## src/rtl/approx_ks_adder_pipe_if.sv

```systemverilog
// Handshake/data bundle for approx_ks_adder_pipe.
//   master : operand producer and result consumer (drives in_*, out_ready)
//   slave  : the adder pipeline (drives in_ready, out_*, err_*)
// Signals: in_valid/in_ready/in_a/in_b/in_cin/in_approx (operand beat),
//          out_valid/out_ready/out_sum/out_cout (result beat),
//          err_flag/err_count (error monitor, zero unless ERR_MON_EN).
interface approx_ks_adder_pipe_if #(
  parameter int WIDTH = 16
);
  logic             in_valid;
  logic             in_ready;
  logic [WIDTH-1:0] in_a;
  logic [WIDTH-1:0] in_b;
  logic             in_cin;
  logic             in_approx;
  logic             out_valid;
  logic             out_ready;
  logic [WIDTH-1:0] out_sum;
  logic             out_cout;
  logic             err_flag;
  logic [15:0]      err_count;

  modport master (
    output in_valid, in_a, in_b, in_cin, in_approx, out_ready,
    input  in_ready, out_valid, out_sum, out_cout, err_flag, err_count
  );

  modport slave (
    input  in_valid, in_a, in_b, in_cin, in_approx, out_ready,
    output in_ready, out_valid, out_sum, out_cout, err_flag, err_count
  );
endinterface

```

## src/rtl/approx_ks_adder_pipe.sv

```systemverilog
// Two-stage pipelined Kogge-Stone adder with a per-beat approximate low segment.
// Approximate mode: the low APPROX_K bits use c_i = g_{i-1} (no propagation),
// the upper bits are an exact prefix with carry-in g_{APPROX_K-1}; cin ignored.
// Parameters: WIDTH (>=4) operand width, APPROX_K (0..WIDTH-1, 0 = always exact).
// Ports: clk, rst_n (async active-low), bus (approx_ks_adder_pipe_if.slave).
// Optional macro ERR_MON_EN: builds an exact reference adder, err_flag and a
// saturating err_count; otherwise err_flag/err_count are tied to zero.
module approx_ks_adder_pipe #(
  parameter int WIDTH    = 16,
  parameter int APPROX_K = 4
) (
  input  logic                  clk,
  input  logic                  rst_n,
  approx_ks_adder_pipe_if.slave bus
);
  localparam int unsigned W      = WIDTH;
  localparam int unsigned KU     = APPROX_K;
  localparam int unsigned LEVELS = $clog2(WIDTH);

  logic             s1_v, s1_cin, s1_approx;
  logic [WIDTH-1:0] s1_a, s1_b;
  logic             s2_v, s2_cout;
  logic [WIDTH-1:0] s2_sum;
  logic             s2_load, s2_leave;
  logic [WIDTH-1:0] sum_n;
  logic             cout_n;

  // Kogge-Stone prefix: returns group generate G[i:0] for every bit i.
  function automatic logic [WIDTH-1:0] ks_prefix(input logic [WIDTH-1:0] g_in,
                                                 input logic [WIDTH-1:0] p_in);
    logic [WIDTH-1:0] g_c, p_c, g_n, p_n;
    int unsigned step;
    g_c = g_in;
    p_c = p_in;
    for (int unsigned lv = 0; lv < LEVELS; lv++) begin
      step = 1 << lv;
      g_n  = g_c;
      p_n  = p_c;
      for (int unsigned i = step; i < W; i++) begin
        g_n[i] = g_c[i] | (p_c[i] & g_c[i-step]);
        p_n[i] = p_c[i] & p_c[i-step];
      end
      g_c = g_n;
      p_c = p_n;
    end
    return g_c;
  endfunction

  assign s2_leave     = s2_v & bus.out_ready;
  assign s2_load      = s1_v & (~s2_v | bus.out_ready);
  assign bus.in_ready = ~s1_v | ~s2_v | bus.out_ready;
  assign bus.out_valid = s2_v;
  assign bus.out_sum   = s2_sum;
  assign bus.out_cout  = s2_cout;

  // One shared prefix tree serves both modes: in approximate mode the low
  // segment is masked off the tree except g_{K-1}, which becomes the upper
  // segment's carry-in; the low sum bits are then overridden directly.
  always_comb begin
    logic [WIDTH-1:0] p, g, tg, tp, gpre, carry;
    logic apx;
    apx  = s1_approx && (KU != 0);
    p    = s1_a ^ s1_b;
    g    = s1_a & s1_b;
    tg   = g;
    tp   = p;
    if (apx) begin
      for (int unsigned i = 0; i < W; i++) begin
        if (i < KU) begin
          tp[i] = 1'b0;
          tg[i] = (i + 1 == KU) ? g[i] : 1'b0;
        end
      end
    end else begin
      tg[0] = g[0] | (p[0] & s1_cin);
    end
    gpre   = ks_prefix(tg, tp);
    carry  = {gpre[WIDTH-2:0], (apx ? 1'b0 : s1_cin)};
    sum_n  = p ^ carry;
    cout_n = gpre[WIDTH-1];
    if (apx) begin
      for (int unsigned i = 0; i < W; i++) begin
        if (i < KU) begin
          if (i == 0) sum_n[i] = p[i];
          else        sum_n[i] = p[i] ^ g[i-1];
        end
      end
    end
  end

  always_ff @(posedge clk or negedge rst_n) begin
    if (!rst_n) begin
      s1_v      <= 1'b0;
      s1_a      <= '0;
      s1_b      <= '0;
      s1_cin    <= 1'b0;
      s1_approx <= 1'b0;
    end else if (bus.in_ready) begin
      // in_ready means S1 is empty or draining, so its valid follows in_valid
      s1_v <= bus.in_valid;
      if (bus.in_valid) begin
        s1_a      <= bus.in_a;
        s1_b      <= bus.in_b;
        s1_cin    <= bus.in_cin;
        s1_approx <= bus.in_approx;
      end
    end
  end

  always_ff @(posedge clk or negedge rst_n) begin
    if (!rst_n) begin
      s2_v    <= 1'b0;
      s2_sum  <= '0;
      s2_cout <= 1'b0;
    end else if (s2_load) begin
      s2_v    <= 1'b1;
      s2_sum  <= sum_n;
      s2_cout <= cout_n;
    end else if (s2_leave) begin
      s2_v <= 1'b0;
    end
  end

`ifdef ERR_MON_EN
  logic         err_n, s2_err;
  logic [15:0]  err_cnt;
  logic [WIDTH:0] exact_n;

  always_comb begin
    exact_n = {1'b0, s1_a} + {1'b0, s1_b} + {{WIDTH{1'b0}}, s1_cin};
    err_n   = ({cout_n, sum_n} != exact_n);
  end

  always_ff @(posedge clk or negedge rst_n) begin
    if (!rst_n) begin
      s2_err  <= 1'b0;
      err_cnt <= '0;
    end else begin
      if (s2_load) s2_err <= err_n;
      if (s2_leave && s2_err && (err_cnt != '1)) err_cnt <= err_cnt + 16'd1;
    end
  end

  assign bus.err_flag  = s2_err;
  assign bus.err_count = err_cnt;
`else
  assign bus.err_flag  = 1'b0;
  assign bus.err_count = '0;
`endif
endmodule
```

## src/flat_wrapper.sv

```systemverilog
// flat-port wrapper written by rule: the top's interface ports become plain ports
module approx_ks_adder_pipe_flat 
#(
  parameter int WIDTH    = 16,
  parameter int APPROX_K = 4
)
  (clk, rst_n, bus_in_valid, bus_in_a, bus_in_b, bus_in_cin, bus_in_approx, bus_out_ready, bus_in_ready, bus_out_valid, bus_out_sum, bus_out_cout, bus_err_flag, bus_err_count);
  approx_ks_adder_pipe_if #(.WIDTH(WIDTH)) bus_i ();
  input  logic clk;
  input  logic rst_n;
  input wire logic [$bits(bus_i.in_valid)-1:0] bus_in_valid;
  input wire logic [$bits(bus_i.in_a)-1:0] bus_in_a;
  input wire logic [$bits(bus_i.in_b)-1:0] bus_in_b;
  input wire logic [$bits(bus_i.in_cin)-1:0] bus_in_cin;
  input wire logic [$bits(bus_i.in_approx)-1:0] bus_in_approx;
  input wire logic [$bits(bus_i.out_ready)-1:0] bus_out_ready;
  output wire logic [$bits(bus_i.in_ready)-1:0] bus_in_ready;
  output wire logic [$bits(bus_i.out_valid)-1:0] bus_out_valid;
  output wire logic [$bits(bus_i.out_sum)-1:0] bus_out_sum;
  output wire logic [$bits(bus_i.out_cout)-1:0] bus_out_cout;
  output wire logic [$bits(bus_i.err_flag)-1:0] bus_err_flag;
  output wire logic [$bits(bus_i.err_count)-1:0] bus_err_count;
  assign bus_i.in_valid = bus_in_valid;
  assign bus_i.in_a = bus_in_a;
  assign bus_i.in_b = bus_in_b;
  assign bus_i.in_cin = bus_in_cin;
  assign bus_i.in_approx = bus_in_approx;
  assign bus_i.out_ready = bus_out_ready;
  assign bus_in_ready = bus_i.in_ready;
  assign bus_out_valid = bus_i.out_valid;
  assign bus_out_sum = bus_i.out_sum;
  assign bus_out_cout = bus_i.out_cout;
  assign bus_err_flag = bus_i.err_flag;
  assign bus_err_count = bus_i.err_count;
  approx_ks_adder_pipe #(.WIDTH(WIDTH), .APPROX_K(APPROX_K)) u_core (.clk(clk), .rst_n(rst_n), .bus(bus_i));
endmodule
```

## config.mk

```make
export PLATFORM = sky130hd
export DESIGN_NAME = approx_ks_adder_pipe_flat
export DESIGN_NICKNAME = d
export VERILOG_FILES = /design/src/rtl/approx_ks_adder_pipe_if.sv /design/src/rtl/approx_ks_adder_pipe.sv /design/src/flat_wrapper.sv
export SDC_FILE = /design/constraint.sdc
export NUM_CORES = 1
export LEC_CHECK = 0
export BUFFER_PORTS_ARGS = -buffer_cell sky130_fd_sc_hd__buf_2
export CAP_MARGIN = 20
export CORE_MARGIN = 10
export CORE_UTILIZATION = 40
export DETAILED_ROUTE_END_ITERATION = 16
export PLACE_DENSITY = 0.74
export SKIP_LAST_GASP = 1
export SYNTH_ARGS = -nofsm -noshare
export SYNTH_HDL_FRONTEND = slang
export SYNTH_SLANG_ARGS = --single-unit
```

## constraint.sdc

```tcl
create_clock -name clk -period 1.95 [get_ports clk]
set_clock_uncertainty 0.1 [all_clocks]
set_input_delay 0.39 -clock clk [delete_from_list [all_inputs] [get_ports clk]]
set_output_delay 0.39 -clock clk [all_outputs]
set_load 0.05 [all_outputs]
```

==> results.py <==
metrics = {
    "outcome": {
        "status": "finished, violations left",
        "violations": "setup timing",
    },
    "logic_synthesis": {
        "yosysWarnings": 0,
        "synthDistinctLibCells": 44,
        "async_flop_share_pct": 100,
        "avgSynthCellArea_um2": 11.4,
        "syn-cell-area_um2": 2870,
        "ys_seq_area_share_pct": 46.2,
        "syn_inst": 253,
        "synth-main-ff-cell": "dfrtp_1",
        "ys_ff_latch": 53,
        "synth_edf_count": 0,
    },
    "timing": {
        "layout_setup_ws_ns": -0.124,
        "rsz0062_at_grt": "true",
        "min_period_ns": 2.07,
        "tightest_slew_ns": 0.535,
        "setup_viol": 6,
        "finalCritPeriodShare_pct": 106,
        "slew_headroom_pct": 64.4,
        "max_freq_mhz": 482,
        "slew_violations": 0,
        "hold_viol": 0,
    },
    "floorplanning": {
        "dieHeight_um": 105,
        "die_area_um2": 11000,
        "rows": 30,
        "initial_core_util_pct": 41.8,
        "core-area_um2": 6870,
        "io_pins": 74,
        "die_x_um": 105,
    },
    "pwr": {
        "power_leakage_nw": 1.75,
        "powerDensity_nw_per_um2": 1210,
        "vdd_drop_max_uv": 369,
    },
    "grt": {
        "grt_max_degree": 29,
        "grt_pass1_wl_um": 10900,
        "overflow": 0,
        "grt_pass1_vias": 2231,
        "antenna_found_initial": 0,
        "track_usage_pct": 11.7,
    },
    "worst_setup_path": {
        "arrival_ns": 2.15,
        "rr_endpoint": "u_core.bus.out_cout$_DFFE_PN0P_",
        "worstRegToRegCells": 7,
        "path_class": "register to register",
        "crit-reg2reg-launch": "u_core.s1_b[3]$_DFFE_PN0P_",
        "end_kind": "register",
        "required_ns": 2.03,
        "r2r_setup_slack_ns": -0.12,
        "worst-path-max-fanout": 5,
        "startpoint_type": "register",
    },
    "worst_hold_path": {
        "hold_path_depth": 2,
        "hold_path_end": "u_core.s1_a[9]$_DFFE_PN0P_",
        "hp-class": "input pin to register",
        "hold_start": "bus_in_a[9]",
    },
    "clock_tree": {
        "cts_buffer_depth": 2,
        "numCtsBuffers": 5,
        "htree_levels": 2,
        "tritoncts": "built",
        "clock_latency_ns": 0.30,
        "clkTransAtPathRegs_ns": 0.09,
        "clk_root_buffer_cell": "clkbuf_8",
        "cts.sinks": 53,
    },
    "placement": {
        "hpwl_um": 5090,
        "io_buffers": 56,
        "gp_congestion": 0.841,
        "dpl_worst_slack_ns": -0.0969,
        "dpl-instance-area_um2": 3450,
    },
    "finish": {
        "stdcell_area_um2": 3660,
        "final_nets": 386,
        "antenna_cells": 0,
        "area_growth_pct": 27.4,
        "drive_above_1_share_pct": 40.7,
        "post-route-util_pct": 53.3,
    },
    "detailed_routing": {
        "firstDrtPassIters": 4,
        "drt.antenna.violating_nets": 0,
        "via_per_inst": 4.81,
        "drc": 0,
        "wl_per_cell_um": 14.8,
        "wl_um": 6350,
        "vias": 2060,
        "dr.first_iter.drc_count": 108,
    },
    "run": {
        "cap_violations": 0,
    },
}
==> sequential cells by signal (all words and copies together), names as in the netlist <==
signal,cells
u_core.bus.out_sum,16
u_core.s1_a,16
u_core.s1_b,16
u_core.bus.out_cout,1
u_core.bus.out_valid,1
u_core.s1_approx,1
u_core.s1_cin,1
u_core.s1_v,1
==> worst max-delay path by stage <==
stage	endpoint	startpoint	slack [ns]	cells past startpoint
4_1_cts	u_core.bus.out_cout$_DFFE_PN0P_	u_core.s1_b[3]$_DFFE_PN0P_	-0.11	7
3_5_place_dp	u_core.bus.out_cout$_DFFE_PN0P_	u_core.s1_b[3]$_DFFE_PN0P_	-0.1	7
6_report	u_core.bus.out_cout$_DFFE_PN0P_	u_core.s1_b[3]$_DFFE_PN0P_	-0.12	7
2_1_floorplan	u_core.s1_a[1]$_DFFE_PN0P_	u_core.bus.out_valid$_DFFE_PN0P_	-0.10	4
3_3_place_gp	u_core.bus.out_cout$_DFFE_PN0P_	u_core.s1_b[3]$_DFFE_PN0P_	-0.06	7
5_1_grt	u_core.bus.out_sum[11]$_DFFE_PN0P_	u_core.s1_b[1]$_DFFE_PN0P_	-0.27	7
==> layout make-up <==
type,instances,area (um2)
clock buffers,7,86.3
fillers,609,3210
inverters,3,11.3
multi-input cells,190,1620
flip-flops and latches,53,1330
well taps,96,120
repair buffers,79,493
==> cell usage after synthesis, types with 3 or more instances <==
master | count | area, um2
nand2_1 | 24 | 90.1
nand2b_1 | 4 | 25.0
a21oi_1 | 12 | 60.1
mux2_1 | 10 | 113
dfrtp_1 | 53 | 1330
mux2_2 | 24 | 270
xor2_1 | 3 | 26.3
a21o_1 | 7 | 52.6
o21bai_1 | 3 | 22.5
o21a_1 | 4 | 30.0
clkbuf_1 | 3 | 11.3
o21ai_1 | 11 | 55.1
a211oi_2 | 3 | 37.5
xnor2_1 | 9 | 78.8
ha_1 | 16 | 200
o21ai_0 | 6 | 30.0
buf_2 | 3 | 15.0
nor2_1 | 7 | 26.3
nor3_1 | 3 | 15.0
buf_4 | 17 | 128
==> worst max-delay path: stages, from the launching register on <==
cell and delay [ns]:
dfrtp_1 0.40, ha_1 0.32, nor2b_4 0.14, o31a_4 0.31, o2111ai_4 0.23, a21oi_2 0.11
a221oi_2 0.26, o21ai_1 0.08
==> metal layers <==
metal	GRT usage, %	routed length, um	up-vias
met4	3.43	64	0
met5	0	0	-
li1	-	-	1030
met2	17.9	2860	65
met1	15.5	3080	961
met3	3.32	342	4
==> cells by family (layout without fill, tap and decap cells) <==
group | count (synthesis) | after routing | synth area share, %
AOI/OAI and AO/OA | 61 | 61 | 15.7
DFF | 53 | 53 | 46.2
and+or+nand+nor | 49 | 49 | 7.97
muxes | 35 | 35 | 13.7
buffers and inverters | 26 | 89 | 5.75
adders and majority gates | 16 | 16 | 6.97
xor gates and xnor gates | 12 | 12 | 3.66
other | 1 | 17 | 0.131
==> placed cells by master, fill, tap and decap left out, types with 6 or more instances in the layout <==
cell,count
buf_4,19
mux2_4,21
xnor2_1,8
a21o_1,7
o21ai_1,10
nor2_1,6
buf_2,56
o21ai_0,6
ha_1,11
mux2_1,9
nand2_1,23
a21oi_1,10
clkbuf_8,6
conb_1,17
dfrtp_1,52
==> per-stage QoR <==
step	cells	hold WS [ns]	total power, mW	setup TNS [ns]
6_report	428	0.197	4.41	-0.386
5_1_grt	428	0.185	4.70	-1.56
4_1_cts	426	0.193	4.38	-0.425
3_5_place_dp	417	0.295	3.70	-0.268
3_3_place_gp	417	0.276	3.64	-0.0803
2_1_floorplan	269	-0.00559	3.15	-2.81
==> report_power, final <==
part | switching (mW) | internal [mW] | total (mW)
combinational | 1.42 | 0.844 | 2.27
sequential | 0.160 | 1.36 | 1.52
clock | 0.337 | 0.283 | 0.620
==> repair_timing <==
| item | CTS | global route |
|---|---|---|
| buffers inserted | 1 | 2 |
| hold buffers | 1 | 0 |
| endpoints found under the setup margin | 8 | 12 |
| hold endpoints to repair | 19 | 0 |
| pin swaps | 8 | 12 |
| gates resized for setup | 7 | 8 |
(Power assumes the default switching activity.)
